<file path="src/rtl/fsl_serial_bridge.sv">
// fsl_serial_bridge: bidirectional FSL <-> RS-232 8N1 bridge with RTS/CTS flow control.
// FSL bit 31 (IBM numbering, the byte LSB) appears as bit 0 of the [31:0] data ports here.
module fsl_serial_bridge #(
  parameter int CLOCK_FREQ_MHZ = 50,
  parameter int BAUD_RATE      = 115200
) (
  input  logic        clock,
  input  logic        reset,
  output logic        FSL_S_CLK,
  input  logic [31:0] FSL_S_DATA,
  input  logic        FSL_S_CONTROL,
  input  logic        FSL_S_EXISTS,
  output logic        FSL_S_READ,
  output logic        FSL_M_CLK,
  output logic [31:0] FSL_M_DATA,
  output logic        FSL_M_CONTROL,
  input  logic        FSL_M_FULL,
  output logic        FSL_M_WRITE,
  output logic        rs232_tx_data_o,
  input  logic        rs232_rx_data_i,
  input  logic        rs232_rts_i,
  output logic        rs232_cts_o
);

  localparam int DIV = (CLOCK_FREQ_MHZ * 1000000 + BAUD_RATE / 2) / BAUD_RATE;
  localparam int CW  = $clog2(DIV);
  localparam logic [CW-1:0] BIT_LAST  = CW'(DIV - 1);
  localparam logic [CW-1:0] HALF_LAST = CW'(DIV / 2 - 1);

  typedef enum logic [1:0] {TX_IDLE, TX_START, TX_DATA, TX_STOP} txState_e;
  typedef enum logic [1:0] {RX_IDLE, RX_START, RX_DATA, RX_STOP} rxState_e;

  txState_e        txState_q, txState_d;
  logic [CW-1:0]   txCnt_q, txCnt_d;
  logic [2:0]      txBit_q, txBit_d;
  logic [7:0]      txShift_q, txShift_d;
  logic            txLine_q, txLine_d;
  logic            sRead_q, sRead_d;
  logic            txTick, txAccept, txLoad;

  rxState_e        rxState_q, rxState_d;
  logic [CW-1:0]   rxCnt_q, rxCnt_d;
  logic [2:0]      rxBit_q, rxBit_d;
  logic [7:0]      rxShift_q, rxShift_d;
  logic            rxSync1_q, rxSync2_q, rxPrev_q;
  logic            rxDone;

  logic [7:0]      hold_q, hold_d;
  logic            valid_q, valid_d;
  logic [7:0]      mData_q, mData_d;
  logic            mWrite_q, mWrite_d;
  logic            holdPop;

  logic            unused_inputs;
  assign unused_inputs = ^{FSL_S_CONTROL, FSL_S_DATA[31:8]};

  assign txTick   = (txCnt_q == BIT_LAST);
  assign txAccept = FSL_S_EXISTS && !rs232_rts_i;

  // The last stop-bit cycle doubles as the idle decision point so queued bytes go out with no gap.
  always_comb begin
    txState_d = txState_q;
    txCnt_d   = txCnt_q;
    txBit_d   = txBit_q;
    txShift_d = txShift_q;
    txLine_d  = txLine_q;
    sRead_d   = 1'b0;
    txLoad    = 1'b0;
    case (txState_q)
      TX_IDLE: begin
        txCnt_d  = '0;
        txLine_d = 1'b1;
        txLoad   = txAccept;
      end
      TX_START: begin
        if (txTick) begin
          txCnt_d   = '0;
          txBit_d   = '0;
          txLine_d  = txShift_q[0];
          txState_d = TX_DATA;
        end else begin
          txCnt_d = txCnt_q + CW'(1);
        end
      end
      TX_DATA: begin
        if (txTick) begin
          txCnt_d   = '0;
          txShift_d = {1'b0, txShift_q[7:1]};
          if (txBit_q == 3'd7) begin
            txState_d = TX_STOP;
            txLine_d  = 1'b1;
          end else begin
            txBit_d  = txBit_q + 3'd1;
            txLine_d = txShift_q[1];
          end
        end else begin
          txCnt_d = txCnt_q + CW'(1);
        end
      end
      TX_STOP: begin
        if (txTick) begin
          txCnt_d   = '0;
          txState_d = TX_IDLE;
          txLoad    = txAccept;
        end else begin
          txCnt_d = txCnt_q + CW'(1);
        end
      end
      default: txState_d = TX_IDLE;
    endcase
    if (txLoad) begin
      txState_d = TX_START;
      txCnt_d   = '0;
      txShift_d = FSL_S_DATA[7:0];
      txLine_d  = 1'b0;
      sRead_d   = 1'b1;
    end
  end

  always_ff @(posedge clock) begin
    if (reset) begin
      txState_q <= TX_IDLE;
      txCnt_q   <= '0;
      txBit_q   <= '0;
      txShift_q <= '0;
      txLine_q  <= 1'b1;
      sRead_q   <= 1'b0;
    end else begin
      txState_q <= txState_d;
      txCnt_q   <= txCnt_d;
      txBit_q   <= txBit_d;
      txShift_q <= txShift_d;
      txLine_q  <= txLine_d;
      sRead_q   <= sRead_d;
    end
  end

  // Sampling starts half a bit after the detected falling edge so every sample lands mid-bit.
  always_comb begin
    rxState_d = rxState_q;
    rxCnt_d   = rxCnt_q;
    rxBit_d   = rxBit_q;
    rxShift_d = rxShift_q;
    rxDone    = 1'b0;
    case (rxState_q)
      RX_IDLE: begin
        rxCnt_d = '0;
        if (rxPrev_q && !rxSync2_q) rxState_d = RX_START;
      end
      RX_START: begin
        if (rxCnt_q == HALF_LAST) begin
          rxCnt_d   = '0;
          rxBit_d   = '0;
          rxState_d = rxSync2_q ? RX_IDLE : RX_DATA;
        end else begin
          rxCnt_d = rxCnt_q + CW'(1);
        end
      end
      RX_DATA: begin
        if (rxCnt_q == BIT_LAST) begin
          rxCnt_d   = '0;
          rxShift_d = {rxSync2_q, rxShift_q[7:1]};
          if (rxBit_q == 3'd7) rxState_d = RX_STOP;
          else rxBit_d = rxBit_q + 3'd1;
        end else begin
          rxCnt_d = rxCnt_q + CW'(1);
        end
      end
      RX_STOP: begin
        if (rxCnt_q == BIT_LAST) begin
          rxCnt_d   = '0;
          rxState_d = RX_IDLE;
          rxDone    = rxSync2_q;
        end else begin
          rxCnt_d = rxCnt_q + CW'(1);
        end
      end
      default: rxState_d = RX_IDLE;
    endcase
  end

  always_ff @(posedge clock) begin
    if (reset) begin
      rxSync1_q <= 1'b1;
      rxSync2_q <= 1'b1;
      rxPrev_q  <= 1'b1;
      rxState_q <= RX_IDLE;
      rxCnt_q   <= '0;
      rxBit_q   <= '0;
      rxShift_q <= '0;
    end else begin
      rxSync1_q <= rs232_rx_data_i;
      rxSync2_q <= rxSync1_q;
      rxPrev_q  <= rxSync2_q;
      rxState_q <= rxState_d;
      rxCnt_q   <= rxCnt_d;
      rxBit_q   <= rxBit_d;
      rxShift_q <= rxShift_d;
    end
  end

  // A byte arriving while the holder is full is dropped unless the holder drains that same cycle.
  always_comb begin
    holdPop  = valid_q && !FSL_M_FULL;
    valid_d  = valid_q;
    hold_d   = hold_q;
    mData_d  = mData_q;
    mWrite_d = 1'b0;
    if (holdPop) begin
      valid_d  = 1'b0;
      mWrite_d = 1'b1;
      mData_d  = hold_q;
    end
    if (rxDone && (!valid_q || holdPop)) begin
      valid_d = 1'b1;
      hold_d  = rxShift_q;
    end
  end

  always_ff @(posedge clock) begin
    if (reset) begin
      hold_q   <= '0;
      valid_q  <= 1'b0;
      mData_q  <= '0;
      mWrite_q <= 1'b0;
    end else begin
      hold_q   <= hold_d;
      valid_q  <= valid_d;
      mData_q  <= mData_d;
      mWrite_q <= mWrite_d;
    end
  end

  assign FSL_S_CLK       = clock;
  assign FSL_M_CLK       = clock;
  assign FSL_S_READ      = sRead_q;
  assign FSL_M_DATA      = {24'h0, mData_q};
  assign FSL_M_CONTROL   = 1'b0;
  assign FSL_M_WRITE     = mWrite_q;
  assign rs232_tx_data_o = txLine_q;
  assign rs232_cts_o     = valid_q;

endmodule

</file>
<file path="config.mk">
export PLATFORM = sky130hd
export DESIGN_NAME = fsl_serial_bridge
export DESIGN_NICKNAME = d
export VERILOG_FILES = /design/src/rtl/fsl_serial_bridge.sv
export SDC_FILE = /design/constraint.sdc
export NUM_CORES = 1
export LEC_CHECK = 0
export ABC_AREA = 1
export CAP_MARGIN = 20
export CORE_AREA = 2 2 89 91
export DETAILED_ROUTE_END_ITERATION = 16
export DIE_AREA = 0 0 91 93
export PLACE_DENSITY = 0.75
export SYNTH_ARGS = -nofsm -noshare
export SYNTH_HDL_FRONTEND = slang
export SYNTH_SLANG_ARGS = --single-unit
</file>
<file path="constraint.sdc">
create_clock -name clock -period 1.9 [get_ports clock]
set_clock_uncertainty 0.05 [all_clocks]
set_input_delay 0.38 -clock clock [delete_from_list [all_inputs] [get_ports clock]]
set_output_delay 0.38 -clock clock [all_outputs]
set_load 0.005 [all_outputs]
</file>
Word level (Yosys, flattened, before mapping)
Index checks and enable logic that the tools add are counted.

$add $sub $neg: 4. $mul: 0. Div/mod/pow operators: 0. Order comparisons: 0. Equal/unequal tests: 26. Shifts and indexed selects: 0. Multiplexer cells: 42. Bitwise gates (word level): 0. Reductions and logical operators: 30.

Operator list (count): $mux W9 (3); $pmux W9 S3 (1); $mux W8 (3); $ne A2 B2 Y1 const B (11); $mux W2 (10); $add A9 B1 Y9 const B (2); $eq A9 B9 Y1 const B (2); $mux W3 (6); $pmux W9 S2 (1); $reduce_and A5 Y1 (3); $mux W1 (12); $ne A3 B3 Y1 const B (4); $pmux W3 S2 (2); $reduce_bool A2 Y1 (5); $eq A9 B8 Y1 const B (1); $eq A2 B2 Y1 const B (4); $pmux W2 S4 (1); $reduce_and A4 Y1 (2); $reduce_bool A4 Y1 (2); $add A3 B1 Y3 const B (2); $eq A3 B3 Y1 const B (2); $pmux W2 S3 (1); $eq A2 B1 Y1 const B (2); $logic_and A1 B1 Y1 (4); 10 further kinds (16).

Register bits: 67. Bits in latches: 0. Bits in writable memories: 0. ROM bits: 0. Input port bits: 39. Output and inout port bits: 39. Memories kept: 0.

Depth between registers and ports, before layout
Depth in word-level cells: 6. Depth in mapped cells: 12.

==> flow_summary.yaml <==
detailed_routing:
  drc: 0
  post_drt_wl_per_cell_um: 10.3
  drtIter0Drc: 89
  drt_wl_total_mm: 6.07
  firstDrtPassIters: 4
  dr_wl_met3_um: 371
  dr_total_vias: 2723
  ant_nets: 0
  via_per_inst: 4.62
  route.met2.wl_mm: 2.75
  routedLengthMet1_mm: 2.78
  top_layer: "met4"
die:
  io_pins: 78
  die-area_mm2: 0.00846
  die_w_um: 91
  initial_utilization_pct: 43.5
  core.rowCount: 32
  die_h_um: 93
  core_mm2: 0.00753
clock_network:
  cts_tree: "yes"
  cts_setup_buffers: 0
  clkLatencyLatePin_ps: 460
  path_clk_slew_ps: 80
  hold_buffers: 0
logic_synthesis:
  yosysUniqueCellTypes: 32
  muxShareOfSynthArea_pct: 0
  syn_avg_cell_area_um2: 7.41
  ys_seq_area_share_pct: 41.0
  yosys.area_share.adder_pct: 5.35
  syn_inst: 442
  synth_compound_area_share_pct: 8.03
  synthXorXnorAreaFrac_pct: 1.87
  synth-simple-area-share_pct: 30.7
  ys_ff_latch: 67
  synth_area_mm2: 0.00327
  yosysWarnings: 0
  synth_top_family_by_area: "simple AND/OR/NAND/NOR gates"
timing:
  finalMaxSlewViolations: 0
  timing.final.ws_setup_ps: 25.8
  rsz0062_at_grt: "yes"
  hold_violations: 0
  setup_viol: 0
  tns_ps: 0
power:
  p_leak_nw: 1.73
  powerDensity_mw_per_mm2: 991
  ir_worst_vdd_v: 0.000403
global_routing:
  antenna_found_initial: 0
  gr-total-overflow: 0
  grt_max_degree: 19
  grt_pass1_wl_mm: 10.4
  grt_use_total_pct: 15.7
  grt_pass1_vias: 2480
cells_and_area:
  area_delta_synth_final_pct: 18.2
  fillers: 704
  final_net_count: 535
  final_cell_mix: "nand2_1 (91), dfxtp_1 (67), nor2_1 (65), inv_1 (42), nand3_1 (31)"
  num_antenna_cells: 0
  drive_above_1_share_pct: 11.3
  final_common_cell: "nand2_1"
  stdcell_count: 589
flow_run:
  drv_cap: 0
worst_setup_path:
  critPathArrivalTime_ps: 1440
  cp-startpoint: "clock"
  crit_path_end_kind: "primary output"
  rr_startpoint: "txState_q[0]"
  worstSetupPathType: "clock port to primary output"
  ff2ff_setup_slack_ps: 130
  start_kind: "clock port"
  required_ps: 1470
  worst-path-max-fanout: 2
placement:
  post-dp-hpwl_mm: 4.41
  numPortBuffers: 27
  post-place-ws_ps: 91.6
  gp_congestion: 0.810
  dp_cells: 569
status:
  outcome: "completed"
worst_hold_path:
  min-delay-path-class: "flop to flop"
  min_from: "rxSync1_q"
-- stage by stage --
| stage | power (mW) | util [%] | hold slack (ps) | area, um^2 |
|---|---|---|---|---|
| 4_1_cts | 3.85 | 51.2 | 367 | 3860 |
| 5_1_grt | 4.07 | 51.4 | 375 | 3870 |
| 3_5_place_dp | 2.42 | 47.8 | 348 | 3600 |
| 3_3_place_gp | 2.39 | 47.8 | 343 | 3600 |
| 2_1_floorplan | 2.24 | - | 339 | 3360 |
| 6_report | 3.84 | 51.4 | 362 | 3870 |
-- power breakdown --
part | internal [mW] | switching (mW)
registers | 1.49 | 0.0644
clock network | 0.845 | 0.662
logic | 0.313 | 0.459
-- synth_stat cells --
| cell | number | area, um^2 |
|---|---|---|
| a21oi_1 | 25 | 125 |
| a31oi_1 | 1 | 6.26 |
| and3_1 | 1 | 6.26 |
| buf_1 | 1 | 3.75 |
| buf_2 | 2 | 10.0 |
| buf_4 | 28 | 210 |
| buf_6 | 1 | 11.3 |
| clkbuf_1 | 4 | 15.0 |
| conb_1 | 1 | 3.75 |
| dfxtp_1 | 67 | 1340 |
| ha_1 | 14 | 175 |
| inv_1 | 42 | 158 |
| inv_2 | 4 | 15.0 |
| nand2_1 | 91 | 342 |
| nand2_2 | 6 | 37.5 |
| nand2_4 | 2 | 22.5 |
| nand3_1 | 31 | 155 |
| nand3_2 | 2 | 20.0 |
| nand4_1 | 3 | 18.8 |
| nand4_2 | 1 | 12.5 |
| nand4_4 | 1 | 21.3 |
| nor2_1 | 65 | 244 |
| nor2_2 | 1 | 6.26 |
| nor2_4 | 2 | 22.5 |
| nor3_1 | 12 | 60.1 |
| nor3b_4 | 1 | 18.8 |
| o211a_1 | 1 | 10.0 |
| o21ai_0 | 21 | 105 |
| o21ai_4 | 1 | 16.3 |
| or2_2 | 3 | 18.8 |
| xnor2_1 | 1 | 8.76 |
| xor2_1 | 6 | 52.6 |
-- critical path, cell delays in order --
cell and delay (ps):
clkbuf_8 120, clkbuf_8 120, dlygate4sd2_1 250
-- sequential cells by signal, summed over array words and instances (netlist names), named ones only --
name / flops
txShift_q: 8
hold_q: 8
rxState_q: 1
rxSync2_q: 1
FSL_M_WRITE: 1
txCnt_q: 9
mData_q: 8
rxCnt_q: 9
txBit_q: 3
rxShift_q: 8
txState_q: 2
rxBit_q: 3
FSL_S_READ: 1
rxPrev_q: 1
rxSync1_q: 1
rs232_cts_o: 1
rs232_tx_data_o: 1
-- area by class of cell --
class / instances / area (um^2) / share of cell area, %
clock buffers: 15 / 196 / 5.08
inverters: 46 / 173 / 4.46
repair buffers: 35 / 338 / 8.73
flip-flops and latches: 67 / 1340 / 34.7
clock inverters: 7 / 82.6 / 2.13
multi-input cells: 317 / 1610 / 41.6
well taps: 102 / 128 / 3.30
-- path summary, 6_finish.rpt --
path / endpoint / cells past startpoint
hold reg to reg: rxSync2_q / 1
setup / recovery: FSL_S_CLK / 3
hold / removal: rxSync2_q / 1
setup reg to reg: txCnt_q[2] / 7
-- metal layers --
metal	up-vias	global-route usage, %
met5	-	0
met4	0	11.1
met3	12	6.20
met2	70	24.3
met1	1205	17.6
li1	1436	-
-- timing repair --
| item | in CTS | in global routing |
|---|---|---|
| pin swaps | 0 | 1 |
| endpoints found under the hold margin | 0 | 0 |
| setup endpoints to repair | 2 | 16 |
| gates resized for setup | 2 | 1 |
-- cell families (layout without fill, tap and decap cells) --
group           count (synthesis)  in the layout
flops                          67             67
buf+inv                        82            103
xor+xnor                        7              7
simple gates                  222            222
compound gates                 49             49
other cells                     1             25
fa+ha+maj                      14             14
Power figures use the tool's default switching activity.
